<file path="src/rtl/regfile_pkg.sv">
// regfile_pkg: shared register-file geometry and dump-engine state encoding
package regfile_pkg;
  localparam int NUM_REGS = 32;
  localparam int ADDR_W = 5;
  localparam int DATA_W = 32;
  localparam logic [2:0] ST_IDLE = 3'd0;
  localparam logic [2:0] ST_FETCH = 3'd1;
  localparam logic [2:0] ST_SEND_A = 3'd2;
  localparam logic [2:0] ST_SEND_B = 3'd3;
  localparam logic [2:0] ST_DONE = 3'd4;
  typedef enum logic [2:0] {
    IDLE = ST_IDLE,
    FETCH = ST_FETCH,
    SEND_A = ST_SEND_A,
    SEND_B = ST_SEND_B,
    DONE = ST_DONE
  } dump_state_e;
endpackage

</file>
<file path="src/rtl/regfile_dump_reader_if.sv">
// regfile_dump_reader_if: valid/ready word stream tagged with register index and last flag
interface regfile_dump_reader_if #(
  parameter int ADDR_W = 5,
  parameter int DATA_W = 32
);
  logic valid;
  logic ready;
  logic [DATA_W-1:0] data;
  logic [ADDR_W-1:0] index;
  logic last;
  modport master (output valid, data, index, last, input ready);
  modport slave (input valid, data, index, last, output ready);
endinterface

</file>
<file path="src/rtl/regfile_dump_reader.sv">
// regfile_dump_reader: walks the register file two registers at a time and streams each value out
module regfile_dump_reader
  import regfile_pkg::*;
#(
  parameter int NUM_REGS = regfile_pkg::NUM_REGS,
  parameter int ADDR_W = regfile_pkg::ADDR_W,
  parameter int DATA_W = regfile_pkg::DATA_W
) (
  input  logic              clk,
  input  logic              rst,
  input  logic              start,
  output logic [ADDR_W-1:0] dump_rs1,
  output logic [ADDR_W-1:0] dump_rs2,
  input  logic [DATA_W-1:0] read_data1,
  input  logic [DATA_W-1:0] read_data2,
  regfile_dump_reader_if.master out,
  output logic              busy,
  output logic              done
);
  dump_state_e state_q, state_d;
  logic [ADDR_W-1:0] rs1_q, rs1_d, rs2_q, rs2_d;
  logic [DATA_W-1:0] buf_a_q, buf_a_d, buf_b_q, buf_b_d;
  logic last;
  // rs1_q doubles as the pair pointer; rs2_q is always rs1_q+1
  assign last = rs2_q == ADDR_W'(NUM_REGS - 1);
  always_comb begin
    state_d = state_q;
    rs1_d = rs1_q;
    rs2_d = rs2_q;
    buf_a_d = buf_a_q;
    buf_b_d = buf_b_q;
    case (state_q)
      IDLE: if (start) begin
        state_d = FETCH;
        rs1_d = '0;
        rs2_d = ADDR_W'(1);
      end
      FETCH: begin
        state_d = SEND_A;
        buf_a_d = read_data1;
        buf_b_d = read_data2;
      end
      SEND_A: state_d = out.ready ? SEND_B : SEND_A;
      SEND_B: if (out.ready) begin
        state_d = last ? DONE : FETCH;
        rs1_d = last ? rs1_q : rs1_q + ADDR_W'(2);
        rs2_d = last ? rs2_q : rs2_q + ADDR_W'(2);
      end
      default: state_d = IDLE;
    endcase
  end
  always_ff @(posedge clk or posedge rst) begin
    if (rst) begin
      state_q <= IDLE;
      rs1_q <= '0;
      rs2_q <= '0;
      buf_a_q <= '0;
      buf_b_q <= '0;
    end else begin
      state_q <= state_d;
      rs1_q <= rs1_d;
      rs2_q <= rs2_d;
      buf_a_q <= buf_a_d;
      buf_b_q <= buf_b_d;
    end
  end
  assign dump_rs1 = rs1_q;
  assign dump_rs2 = rs2_q;
  assign busy = state_q != IDLE;
  assign done = state_q == DONE;
  assign out.valid = state_q == SEND_A || state_q == SEND_B;
  assign out.data = state_q == SEND_A ? buf_a_q : state_q == SEND_B ? buf_b_q : '0;
  assign out.index = state_q == SEND_A ? rs1_q : state_q == SEND_B ? rs2_q : '0;
  assign out.last = state_q == SEND_B && last;
endmodule

</file>
<file path="src/flat_wrapper.sv">
// flat-port wrapper written by rule: the top's interface ports become plain ports
module regfile_dump_reader_flat import regfile_pkg::*;
#(
  parameter int NUM_REGS = regfile_pkg::NUM_REGS,
  parameter int ADDR_W = regfile_pkg::ADDR_W,
  parameter int DATA_W = regfile_pkg::DATA_W
)
  (clk, rst, start, dump_rs1, dump_rs2, read_data1, read_data2, busy, done, out_valid, out_data, out_index, out_last, out_ready);
  regfile_dump_reader_if #(.ADDR_W(ADDR_W), .DATA_W(DATA_W)) out_i ();
  input  logic clk;
  input  logic rst;
  input  logic start;
  output logic [ADDR_W-1:0] dump_rs1;
  output logic [ADDR_W-1:0] dump_rs2;
  input  logic [DATA_W-1:0] read_data1;
  input  logic [DATA_W-1:0] read_data2;
  output logic busy;
  output logic done;
  output wire logic [$bits(out_i.valid)-1:0] out_valid;
  output wire logic [$bits(out_i.data)-1:0] out_data;
  output wire logic [$bits(out_i.index)-1:0] out_index;
  output wire logic [$bits(out_i.last)-1:0] out_last;
  input wire logic [$bits(out_i.ready)-1:0] out_ready;
  assign out_valid = out_i.valid;
  assign out_data = out_i.data;
  assign out_index = out_i.index;
  assign out_last = out_i.last;
  assign out_i.ready = out_ready;
  regfile_dump_reader #(.NUM_REGS(NUM_REGS), .ADDR_W(ADDR_W), .DATA_W(DATA_W)) u_core (.clk(clk), .rst(rst), .start(start), .dump_rs1(dump_rs1), .dump_rs2(dump_rs2), .read_data1(read_data1), .read_data2(read_data2), .out(out_i), .busy(busy), .done(done));
endmodule
</file>
<file path="config.mk">
export PLATFORM = sky130hd
export DESIGN_NAME = regfile_dump_reader_flat
export DESIGN_NICKNAME = d
export VERILOG_FILES = /design/src/rtl/regfile_pkg.sv /design/src/rtl/regfile_dump_reader_if.sv /design/src/rtl/regfile_dump_reader.sv /design/src/flat_wrapper.sv
export SDC_FILE = /design/constraint.sdc
export NUM_CORES = 1
export LEC_CHECK = 0
export ABC_CLOCK_PERIOD_IN_PS = 4950
export CORE_MARGIN = 4
export CORE_UTILIZATION = 35
export DETAILED_ROUTE_END_ITERATION = 8
export PLACE_DENSITY = 0.65
export SYNTH_ARGS = -nofsm -noshare
export SYNTH_HDL_FRONTEND = slang
export SYNTH_SLANG_ARGS = --single-unit
export TNS_END_PERCENT = 20
</file>
<file path="constraint.sdc">
create_clock -name clk -period 4.95 [get_ports clk]
set_input_delay 0.99 -clock clk [delete_from_list [all_inputs] [get_ports clk]]
set_output_delay 0.99 -clock clk [all_outputs]
set_load 0.005 [all_outputs]
</file>
==> summary.md, run 1 <==
| Metric | Value |
|---|---|
| Crit path max-delay family | `flip-flops` |
| Mapped cell area | `approximately 3800 µm²` |
| Hold-fix buffers, CTS | `0` |
| CP Cell Sequence | `buf_4 -> mux2i_1 -> nor2_1 -> clkdlybuf4s50_1` |
| Final worst-path cycle share | `71.1%` |
| P_int | `2.44 mW` |
| PostCTS Resize Cnt | `0` |
| Fin. Hold Viols | `0` |
| Status | `completed` |
| List of most frequent post-synthesis cells | `76 x dfrtp_1, 60 x mux2_4, 42 x nor2_1` |
| Worst stage delay on the critical path | `between 0.9 and 1 ns` |
| Vias in the first global route | `between 2000 and 3000` |
| Worst setup EP type | `primary output` |
| Final min period | `around 3.5 ns` |
| Syn Nets | `348` |
| Critical path class | `register to primary output` |
| CTS HTree Levels | `3` |
| Reg2Reg Depth | `3` |
| Yosys cell types | `32` |
| Starting DRT DRC Count | `100` |
| Core Footprint | `10500 µm²` |
| Layout area overhead | `37.5%` |
| Final ANT Viol Nets | `0` |
| Pre-CTS WS | `approximately 1.8 ns` |
| Register area share after synthesis | `a little under 50%` |
| Largest net degree at the start of global routing | `between 60 and 70` |
| Peak VDD IR | `~0.00031 V` |
| GPL Wtd Cong | `roughly 0.75` |
| Die area | `roughly 13000 µm²` |
| Sw frac | `31.7%` |
| Worst Tran Pin Value | `between 1 and 1.5 ns` |
| Initial antenna violation count | `0` |
| Power per cell area | `676 nW/µm²` |
| Met2 Usage GRT | `between 20 and 25%` |
| Max-cap viol count | `0` |
| Fin util | `50.3%` |
| Die width | `between 100 and 150 µm` |
| Synth top area share | `approximately 50%` |
| Hold depth | `1` |
| Type of the worst min-delay path | `register to register` |
| Antenna cells | `0` |
| Clock transition at path regs | `0.08 ns` |
| Synth Instances | `~280` |
| Routed vias | `~2500` |
| Num CTS Buffers | `9` |
| Initial Util | `36.6%` |
| Placed Cells | `just over 500` |
| Net load switching power | `1.13 mW` |
| Root Driver | `clkbuf_8` |
| Relative slew slack | `a little over a fifth` |
| Type of origin of the critical path | `register` |
| # clock sinks | `76` |
| Critical Path RT | `3.96 ns` |
| Max Slew Vio Count | `0` |
| Routed vias/inst | `4.68` |
| Share of layout cells above drive strength 1 | `22.9%` |
| Top cells by area, synth | `dfrtp_1 49%, mux2_4 23%, mux2i_1 9.4%` |
| Max Freq | `284 MHz` |
| Setup Fix Bufs, Post-CTS | `0` |
| Port buffer count | `117` |
| CTS tree | `built` |
| Total track usage | `~14%` |
| Clock skew | `roughly 0.011 ns` |
| Synth async-reset ratio | `100%` |
| Critical Path AT | `2.53 ns` |
| Clk_lat worst skew | `0.34 ns` |
| Wire per inst | `16.2 µm` |
| Total gr overflow | `0` |
| Cell taking the most area after synthesis | `dfrtp_1` |
| Drt pass-1 iters | `4` |
| Remaining DRCs | `0` |
| FP Rows | `37` |
| Leak | `between 2 and 2.5 nW` |
| Most frequently used cell type in the post-synthesis netlist | `dfrtp_1` |
| Post-synth EDFFs | `0` |
| Slowest CP cell | `dfrtp_2` |
| First-pass GRT wire length | `14.0 mm` |
| Clock power share | `between 10% and 20%` |
| IO Pins | `119` |
| GR Util met1 | `18.5%` |
| Sequential power share | `33.8%` |
| Crit path max fanout | `30` |
| Clock tree buffer depth | `2` |
| Non-Filler Instances | `about 530` |
| Synth Warn # | `0` |
| Fin area | `5280 µm²` |
| GR met3 Demand/Resource | `between 2 and 3%` |
| Post-Place Cell Area | `just over 5000 µm²` |
| # setup viols final | `0` |
| Setup WS post-layout | `around 1.4 ns` |
| Top_reg_cell synth | `dfrtp_1` |
| FILL cells | `930` |
| Routed Wire Length | `~8.6 mm` |
| Tot Pwr | `approximately 3.6 mW` |
| WP depth | `4` |
| Nets | `between 400 and 500` |
| Syn avg cell area | `around 14 µm²` |
| Critical path buffer and inverter count | `2` |
| Busiest grt layer | `met2` |
| Combinational power share | `51.4%` |
| Yosys reg bits | `76` |
| Final HPWL from detailed placement | `roughly 6 mm` |
| Min Hold Slack | `approximately 0.51 ns` |
| Die height | `113 µm` |
| RSZ-0062 raised after global routing | `false` |
| Setup TNS | `0 ns` |
-- cell usage in the layout, fill, tap and decap left out, types with 2 or more instances in the layout --
cell,instances
bufinv_16,2
nor2_1,42
clkbuf_8,9
nand3_1,2
o21a_1,2
mux2i_1,36
nor3b_1,2
inv_1,4
mux2_2,5
mux2_4,60
nand2b_1,2
buf_4,4
dfrtp_1,75
a22o_1,3
clkdlybuf4s50_1,117
ha_1,2
nand2_1,3
a21oi_1,6
-- area by class of cell --
| cell class | instances | area, µm² | share of cell area [%] |
|---|---|---|---|
| well taps | 136 | 170 | 3.22 |
| clock buffers | 10 | 128 | 2.42 |
| multi-input cells | 179 | 1770 | 33.4 |
| clock inverters | 6 | 96.3 | 1.82 |
| inverters | 5 | 20.0 | 0.379 |
| repair buffers | 121 | 1200 | 22.7 |
| flip-flops and latches | 76 | 1900 | 36.0 |
-- flip-flops by register name, summed over array words and instances, names as in the netlist --
name,flops
u_core.buf_a_q,32
u_core.buf_b_q,32
u_core.dump_rs2,5
u_core.dump_rs1,4
u_core.state_q,3
-- power by group through the flow --
stage	clock network (mW)	registers, mW	logic, mW
after detailed placement	0	1.21	1.86
final	0.531	1.21	1.83
after CTS	0.547	1.21	1.87
after global placement	0	1.21	1.83
after floorplan	0	1.09	1.25
after global routing	0.573	1.26	1.98
-- logic make-up (layout without fill, tap and decap cells) --
family,count (synthesis),in the layout,synth area share (%)
flops,76,76,49.5
compound gates,18,18,3.58
mux,101,101,34.3
xor+xnor,1,1,0.228
fa+ha+maj,2,2,0.651
simple gates,56,56,6.93
other cells,1,1,0.0976
buf+inv,23,142,4.75
-- per-layer routing --
| metal | wire length (µm) | part of all wire [%] | vias up |
|---|---|---|---|
| li1 | - | - | 1199 |
| met1 | 4040 | 47 | 1206 |
| met2 | 3970 | 46 | 78 |
| met3 | 453 | 5.2 | 14 |
| met4 | 176 | 2.0 | 0 |
| met5 | 0 | 0 | - |
-- worst paths after layout --
| path | start | end | slack (ns) |
|---|---|---|---|
| setup / recovery | u_core.state_q[0] | out_data[30] | 1.43 |
| hold / removal | u_core.buf_b_q[8] | u_core.buf_b_q[8] | 0.51 |
| setup reg to reg | u_core.state_q[0] | u_core.buf_b_q[6] | 2.23 |
| hold reg to reg | u_core.buf_b_q[8] | u_core.buf_b_q[8] | 0.51 |
| max in group asynchronous | rst | u_core.buf_b_q[6] | 2.97 |
| min in group asynchronous | rst | u_core.buf_b_q[4] | 1.08 |
No activity file was read; power rests on OpenSTA's default activity.
==> run 2: changes to the inputs <==
ABC_CLOCK_PERIOD_IN_PS = 3400   (was 4950)
clock period = 3.4 ns   (was 4.95 ns; I/O delays follow)
==> run 2 against run 1 <==
Sequential power is 43% higher. Routed wire length grew 1.0%. Global-route usage rose by 0.19 points. Via count increased by 0.92%. Combinational power is 49% higher. Clock-buffer cell count shrank 1. First-iteration DRC count down 21%. Non-clock buffer count is 2 higher. Power grew 43%. Clock power increased by 21%. Critical path type unchanged.
==> summary.md, run 2 (same netlist as run 1, synthesis figures left out) <==
| Metric | Value |
|---|---|
| Type of the worst min-delay path | `register to register` |
| Critical Path RT | `about 2.7 ns` |
| Power per cell area | `963 nW/µm²` |
| Type of origin of the critical path | `register` |
| Drt pass-1 iters | `6` |
| Root Driver | `clkbuf_8` |
| P_int | `around 3.4 mW` |
| Combinational power share | `53.4%` |
| Largest net degree at the start of global routing | `47` |
| Min Hold Slack | `0.514 ns` |
| Setup WS post-layout | `between 0.4 and 0.5 ns` |
| First-pass GRT wire length | `~14 mm` |
| Final HPWL from detailed placement | `approximately 6.2 mm` |
| Clock power share | `12.6%` |
| Share of layout cells above drive strength 1 | `23.6%` |
| Max Slew Vio Count | `0` |
| Most common cell after layout, fill and taps aside | `clkdlybuf4s50_1` |
| CP Cell Sequence | `buf_12 -> nand3b_1 -> nor2_1 -> clkdlybuf4s50_1` |
| HP Start | `u_core.buf_b_q[24]` |
| Critical Path AT | `2.28 ns` |
| Vias in the first global route | `about 2700` |
| Worst R2R Setup Slack | `1.15 ns` |
| Slowest CP cell | `dfrtp_2` |
| Tot Pwr | `about 5.1 mW` |
| Status | `completed` |
| Core Footprint | `between 10000 and 15000 µm²` |
| RR Endpoint | `u_core.buf_b_q[8]` |
| Hold-fix buffers, CTS | `0` |
| Initial Util | `roughly 37%` |
| Die width | `around 110 µm` |
| Fin util | `about half` |
| Pre-CTS WS | `approximately 0.81 ns` |
| Num CTS Buffers | `9` |
| Hold depth | `1` |
| Clk_lat worst skew | `0.34 ns` |
| # clock sinks | `76` |
| Nets | `around 460` |
| Total gr overflow | `0` |
| Port buffer count | `about 120` |
| Net load switching power | `1.67 mW` |
| Leak | `roughly 2.4 nW` |
| FILL cells | `between 900 and 1000` |
| Routed Wire Length | `between 8 and 9 mm` |
| Worst r2r src | `u_core.state_q[0]` |
| # setup viols final | `0` |
| Starting DRT DRC Count | `just under 80` |
| Final min period | `2.96 ns` |
| Max-cap viol count | `0` |
| Reg2Reg Depth | `4` |
| Wire per inst | `about 16 µm` |
| Peak VDD IR | `around 0.00040 V` |
| Final worst-path cycle share | `approximately 87%` |
| PostCTS Resize Cnt | `0` |
| Layout area overhead | `37.7%` |
| Remaining DRCs | `0` |
| Clock skew | `0.00678 ns` |
| GPL Wtd Cong | `0.788` |
| Critical path class | `register to primary output` |
| Max Freq | `roughly 340 MHz` |
| Routed vias | `2520` |
| Setup TNS | `0 ns` |
| Hold-critical path endpoint | `u_core.buf_b_q[24]` |
| Initial antenna violation count | `0` |
| Crit path max fanout | `27` |
| CTS HTree Levels | `3` |
| Die area | `approximately 13000 µm²` |
| CP startpoint | `u_core.state_q[0]` |
| FP Rows | `37` |
| Sequential power share | `34.0%` |
| Final ANT Viol Nets | `0` |
| Sw frac | `around 33%` |
| Commonest non-fill, non-tap cells in the layout | `117 x clkdlybuf4s50_1, 75 x dfrtp_1, 60 x mux2_4, 42 x nor2_1, 36 x mux2i_1` |
| Setup Fix Bufs, Post-CTS | `0` |
| Routed vias/inst | `around 4.7` |
| IO Pins | `approximately 120` |
| CTS tree | `built` |
| Clock transition at path regs | `0.08 ns` |
| Worst stage delay on the critical path | `a little under 0.8 ns` |
| Antenna cells | `0` |
| Clock tree buffer depth | `2` |
| Worst setup EP type | `primary output` |
| Total track usage | `between 10% and 20%` |
| Relative slew slack | `a little over half` |
| Worst Tran Pin Value | `0.675 ns` |
| Fin. Hold Viols | `0` |
| RSZ-0062 raised after global routing | `false` |
| Die height | `~110 µm` |
==> run 2: power groups by stage <==
| stage | registers (mW) | logic [mW] | clock network (mW) |
|---|---|---|---|
| final | 1.73 | 2.72 | 0.643 |
| after global routing | 1.80 | 2.93 | 0.708 |
| after CTS | 1.74 | 2.77 | 0.669 |
| after detailed placement | 1.74 | 2.75 | 0 |
| after global placement | 1.72 | 2.73 | 0 |
| after floorplan | 1.59 | 1.82 | 0 |
==> run 2: layout make-up <==
| type | instances | area [µm²] | share of cell area (%) |
|---|---|---|---|
| inverter | 5 | 20.0 | 0.378 |
| clock buffer | 9 | 124 | 2.34 |
| sequential | 76 | 1900 | 35.9 |
| tap | 136 | 170 | 3.21 |
| multi-input combinational | 179 | 1770 | 33.3 |
| timing repair buffer | 123 | 1250 | 23.7 |
| clock inverter | 7 | 57.6 | 1.09 |
==> run 2: worst max-delay path by stage <==
stage,to,depth (start not counted)
5_1_grt,out_last,4
6_report,out_index[0],4
3_3_place_gp,out_index[0],4
2_1_floorplan,u_core.buf_a_q[0],1
4_1_cts,out_last,4
3_5_place_dp,out_last,4
==> run 2: metrics by stage <==
stage / instances / area, µm²
final: 535 / 5290
after global routing: 535 / 5290
after CTS: 535 / 5290
after detailed placement: 519 / 5110
after global placement: 519 / 5110
after floorplan: 278 / 3840
==> run 2: layer usage <==
metal | up-vias | part of all wire, % | track usage (%) | wire (µm)
met5 | - | 0 | 0 | 0
li1 | 1195 | - | - | -
met4 | 0 | 1.3 | 5.29 | 113
met1 | 1240 | 47 | 19.5 | 4090
met2 | 76 | 47 | 21.8 | 4120
met3 | 9 | 4.5 | 2.57 | 390
==> run 2: critical path: cells and delay by family, from the launching register on <==
| kind | cells | cell delay (ns) |
|---|---|---|
| buf+inv | 2 | 0.80 |
| simple gates | 2 | 0.34 |
| flops | 1 | 0.77 |
==> run 3: changes to the inputs <==
SETUP_SLACK_MARGIN = 0.15   (was not set)
==> results of run 3 <==
No change in the layout: final DEF, timing and power equal those of run 2.
